[src/rtl/noise_injector_if.sv]
// Pixel stream bundle for noise_injector: upstream valid/ready/pixel and
// downstream valid/ready/pixel plus the noisy flag.
interface noise_injector_if;
  logic       in_valid;
  logic       in_ready;
  logic [7:0] in_pixel;
  logic       out_valid;
  logic       out_ready;
  logic [7:0] out_pixel;
  logic       out_noisy;

  modport master (
    output in_valid, in_pixel, out_ready,
    input  in_ready, out_valid, out_pixel, out_noisy
  );

  modport slave (
    input  in_valid, in_pixel, out_ready,
    output in_ready, out_valid, out_pixel, out_noisy
  );
endinterface

[src/rtl/noise_injector.sv]
// Salt-and-pepper noise injector: single registered stage that replaces a
// pixel with 8'h00/8'hFF with probability density/256, driven by a Galois LFSR.
module noise_injector #(
  parameter logic [15:0] SEED = 16'hACE1
) (
  input  logic              clk,
  input  logic              rst_n,
  input  logic              en,
  input  logic [7:0]        density,
  input  logic              seed_load,
  input  logic [15:0]       seed,
  input  logic              cnt_clr,
  noise_injector_if.slave   pix,
  output logic [15:0]       noise_count
);

  logic [15:0] lfsr;
  logic [15:0] lfsr_next;
  logic        out_valid_q;
  logic [7:0]  out_pixel_q;
  logic        out_noisy_q;
  logic        in_ready_c;
  logic        accept;
  logic        emit;
  logic        noisy;
  logic [7:0]  pixel_d;

  assign in_ready_c    = !out_valid_q || pix.out_ready;
  assign accept        = pix.in_valid && in_ready_c;
  assign emit          = out_valid_q && pix.out_ready;
  assign pix.in_ready  = in_ready_c;
  assign pix.out_valid = out_valid_q;
  assign pix.out_pixel = out_pixel_q;
  assign pix.out_noisy = out_noisy_q;

  always_comb begin
    lfsr_next = {1'b0, lfsr[15:1]} ^ (lfsr[0] ? 16'hB400 : 16'h0000);
    noisy     = en && (lfsr[7:0] < density);
    pixel_d   = pix.in_pixel;
    if (noisy) pixel_d = lfsr[8] ? 8'hFF : 8'h00;
  end

  // A seed load replaces the advance; the accepted pixel already used the old value.
  always_ff @(posedge clk or negedge rst_n) begin
    if (!rst_n) begin
      lfsr <= SEED;
    end else if (seed_load) begin
      lfsr <= (seed == '0) ? SEED : seed;
    end else if (accept) begin
      lfsr <= lfsr_next;
    end
  end

  always_ff @(posedge clk or negedge rst_n) begin
    if (!rst_n) begin
      out_valid_q <= 1'b0;
      out_pixel_q <= '0;
      out_noisy_q <= 1'b0;
    end else if (accept) begin
      out_valid_q <= 1'b1;
      out_pixel_q <= pixel_d;
      out_noisy_q <= noisy;
    end else if (emit) begin
      out_valid_q <= 1'b0;
    end
  end

  always_ff @(posedge clk or negedge rst_n) begin
    if (!rst_n) begin
      noise_count <= '0;
    end else if (cnt_clr) begin
      noise_count <= '0;
    end else if (accept && noisy && (noise_count != '1)) begin
      noise_count <= noise_count + 16'd1;
    end
  end

endmodule

[src/flat_wrapper.sv]
// flat-port wrapper written by rule: the top's interface ports become plain ports
module noise_injector_flat 
#(
  parameter logic [15:0] SEED = 16'hACE1
)
  (clk, rst_n, en, density, seed_load, seed, cnt_clr, noise_count, pix_in_valid, pix_in_pixel, pix_out_ready, pix_in_ready, pix_out_valid, pix_out_pixel, pix_out_noisy);
  noise_injector_if pix_i ();
  input  logic clk;
  input  logic rst_n;
  input  logic en;
  input  logic [7:0] density;
  input  logic seed_load;
  input  logic [15:0] seed;
  input  logic cnt_clr;
  output logic [15:0] noise_count;
  input wire logic [$bits(pix_i.in_valid)-1:0] pix_in_valid;
  input wire logic [$bits(pix_i.in_pixel)-1:0] pix_in_pixel;
  input wire logic [$bits(pix_i.out_ready)-1:0] pix_out_ready;
  output wire logic [$bits(pix_i.in_ready)-1:0] pix_in_ready;
  output wire logic [$bits(pix_i.out_valid)-1:0] pix_out_valid;
  output wire logic [$bits(pix_i.out_pixel)-1:0] pix_out_pixel;
  output wire logic [$bits(pix_i.out_noisy)-1:0] pix_out_noisy;
  assign pix_i.in_valid = pix_in_valid;
  assign pix_i.in_pixel = pix_in_pixel;
  assign pix_i.out_ready = pix_out_ready;
  assign pix_in_ready = pix_i.in_ready;
  assign pix_out_valid = pix_i.out_valid;
  assign pix_out_pixel = pix_i.out_pixel;
  assign pix_out_noisy = pix_i.out_noisy;
  noise_injector #(.SEED(SEED)) u_core (.clk(clk), .rst_n(rst_n), .en(en), .density(density), .seed_load(seed_load), .seed(seed), .cnt_clr(cnt_clr), .pix(pix_i), .noise_count(noise_count));
endmodule
[config.mk]
export PLATFORM = sky130hd
export DESIGN_NAME = noise_injector_flat
export DESIGN_NICKNAME = d
export VERILOG_FILES = /design/src/rtl/noise_injector_if.sv /design/src/rtl/noise_injector.sv /design/src/flat_wrapper.sv
export SDC_FILE = /design/constraint.sdc
export NUM_CORES = 1
export LEC_CHECK = 0
export ABC_AREA = 1
export BUFFER_PORTS_ARGS = -buffer_cell sky130_fd_sc_hd__buf_2
export CAP_MARGIN = 20
export CORE_MARGIN = 10
export CORE_UTILIZATION = 40
export DETAILED_ROUTE_END_ITERATION = 7
export SYNTH_ARGS = -nofsm -noshare
export SYNTH_HDL_FRONTEND = slang
export SYNTH_SLANG_ARGS = --single-unit
[constraint.sdc]
create_clock -name clk -period 2.8 [get_ports clk]
set_clock_uncertainty 0.2 [all_clocks]
set_input_delay 0.28 -clock clk [delete_from_list [all_inputs] [get_ports clk]]
set_output_delay 0.28 -clock clk [all_outputs]
set_load 0.02 [all_outputs]
==> impl_metrics.csv <==
group,metric,value,unit
drt,avgRoutedWirePerCell,13.5,um
yosys,synth_cell_types,36,
drt,vias_per_cell,4.93,
drt,dr.pass1.iters,4,
drt,drc,0,
critical_path,rr_startpoint,"u_core.lfsr[5]",
yosys,synthTopCellsByArea,"dfrtp_1 33%, nand2_1 18%, dfstp_2 8.2%",
critical_path,slowest_delay,560,ps
clock_network,post_cts_resized,0,
global_route,grt_max_degree,43,
critical_path,path_delay_family,"simple AND/OR/NAND/NOR gates",
yosys,yosysWarnings,0,
drt,drt_iter0_drc,75,
clock_network,cts_tree,"yes",
critical_path,cp_slowest_cell,"dfstp_2",
critical_path,required,2840,ps
yosys,ys_top_cells_by_count,"123 x nand2_1, 41 x inv_1, 35 x nor2_1",
critical_path,cp_num_buf_inv,0,
clock_network,clockRootBuffer,"clkbuf_8",
power,peakVddDrop,0.279,mV
yosys,synth_enable_flop_cells,0,
die,die-area,10000,um2
die,start_util,0.408,
power,p_leak,1.64,nW
global_route,grt_antenna_before_repair,0,
placement,portBuffers,65,
drt,vias,2414,
sta,fin_ws,535,ps
yosys,ys_async_sr_fraction,1.00,
critical_path,crit_fanout,17,
yosys,synth.avg_cell_area,7.34,um2
yosys,synth_top_area_cell,"dfrtp_1",
yosys,synth-main-ff-cell,"dfrtp_1",
sta,hold_violations,0,
sta,finalSetupViolCount,0,
sta,clock.fmax,442,MHz
placement,place_hpwl,4960,um
clock_network,clock_latency,300,ps
global_route,track_usage,0.133,
critical_path,crit_cells,8,
drt,drt_wl_total,6630,um
die,die_x,100,um
layout,drive_gt1_frac,0.223,
sta,rsz0062_at_grt,"false",
layout,fin_area,3030,um2
yosys,synth-seq-cells,42,
critical_path,crit_path_end,"u_core.noise_count[11]",
sta,worst_pin_slew,971,ps
die,core_area,6280,um2
hold_path,hold_path_class,"input port to flop",
placement,dp_slack,499,ps
critical_path,crit_arrival,2310,ps
sta,min_period,2260,ps
global_route,grt_pass1_wl,11200,um
yosys,ys_seq_area_frac,0.414,
die,ios,66,
layout,n_fill_cell,675,
yosys,syn_area,2560,um2
placement,gp_congestion,0.856,
drt,antenna_left,0,
critical_path,start_kind,"flop",
die,rows,29,
sta,finalMaxSlewViolations,0,
clock_network,clock_sinks,42,
critical_path,criticalPathCategory,"flop to flop",
global_route,first_global_vias,2372,
critical_path,r2r_cells,8,
critical_path,r2r-end,"u_core.noise_count[11]",
clock_network,numCtsBuffers,5,
yosys,yosysTopAreaCellShare,0.332,
layout,num_antenna_cells,0,
clock_network,clk_pin_slew,80,ps
critical_path,cp-startpoint,"u_core.lfsr[5]",
placement,placed_area,2920,um2
critical_path,cp_cell_sequence,"ha_1 > a21oi_1 > nor2_1 > nor2_1 > nand4_4 > nand2_4 > nand2_1 > nand2_1",
yosys,yosysMostFrequentCell,"nand2_1",
yosys,synth_nets,396,
critical_path,rrSetupSlack,540,ps
clock_network,h-tree-depth,2,
die,die_h,100,um
layout,area.growth.synth_to_final,18.2,%
power,power_density,487,nW/um2
yosys,syn_inst,349,
sta,finalCritPeriodShare,0.809,
outcome,status,"finished, final reports clean",
global_route,overflow,0,
flow_run,cap_violations,0,
layout,layout.nets,459,
sta,setup-tns-final,0,ps
clock_network,ctsLongestPathBuffers,2,
sta,max-slew-margin-rel,0.352,
critical_path,cp-end-kind,"flop",
[through the flow]
step           total power, mW  hold slack [ps]  utilization  std cells
3_3_place_gp              1.06              260        0.466        481
3_5_place_dp              1.07              262        0.466        481
6_report                  1.47             40.9        0.482        490
5_1_grt                   1.57             43.0        0.482        490
2_1_floorplan            0.951             -216            -        349
4_1_cts                   1.50             31.9        0.482        490
[tightest hold or removal path, cell delays in order]
cell and delay [ps]:
buf_2 70, inv_1 30, nand2_1 70, nand2_1 50
[cell type report]
type / count / area [um2] / area share
clock buffer: 6 / 82.6 / 0.0273
clock inverter: 2 / 12.5 / 0.00413
timing repair buffer: 67 / 343 / 0.113
inverter: 43 / 161 / 0.0533
sequential: 42 / 1060 / 0.350
multi-input combinational: 253 / 1270 / 0.420
tap: 77 / 96.3 / 0.0318
[power by group]
part	switching, mW	internal (mW)
sequential	0.0436	0.679
combinational	0.212	0.119
clock	0.222	0.198
total	0.478	0.997
[state kept, by name (all words and copies together) (netlist names)]
signal / cells
u_core.lfsr: 16
u_core.noise_count: 16
u_core.pix.out_noisy: 1
u_core.pix.out_pixel: 8
u_core.pix.out_valid: 1
[layer usage]
metal	share of wire	track usage
met1	0.46	0.161
met3	0.069	0.0398
met2	0.46	0.220
met5	0	0
met4	0.011	0.0424
[timing repair]
item,4_1_cts,5_1_grt
endpoints found under the hold margin,34,0
hold buffers,1,0
buffers inserted,0,0
[cell usage in the layout, fill, tap and decap left out, types with 2 or more instances in the layout]
cell type    n
clkbuf_8     6
o21bai_1     2
ha_1         8
nand3_1     25
nor2_1      35
nand2_1    123
o21ai_0      5
buf_2       65
o221ai_1     3
nand2_2      2
xnor2_1      2
xor2_1       8
nor3_1       6
a221oi_1     2
inv_1       41
nand4_1      5
o211ai_1     4
o22ai_1      3
dfstp_2      8
a21oi_1      8
dfrtp_1     34
nor3_2       2
[logic make-up after synthesis]
group,Yosys count,synth area share
AOI/OAI and AO/OA,30,0.0752
DFF,42,0.414
adders and majority gates,8,0.0391
xor gates and xnor gates,10,0.0342
and+or+nand+nor,205,0.348
buffers and inverters,54,0.0894
[worst min path at each step]
stage | from | endpoint | slack (ps) | cells after the start
final | pix_out_ready | u_core.pix.out_valid | 40 | 4
after global routing | seed[4] | u_core.lfsr[4] | 40 | 3
after CTS | seed[14] | u_core.lfsr[14] | 30 | 3
after detailed placement | u_core.pix.out_pixel[2] | u_core.pix.out_pixel[2] | 260 | 2
after global placement | u_core.pix.out_pixel[2] | u_core.pix.out_pixel[2] | 260 | 2
after floorplan | rst_n | u_core.lfsr[12] | -220 | 0
No activity file was read; power rests on OpenSTA's default activity.
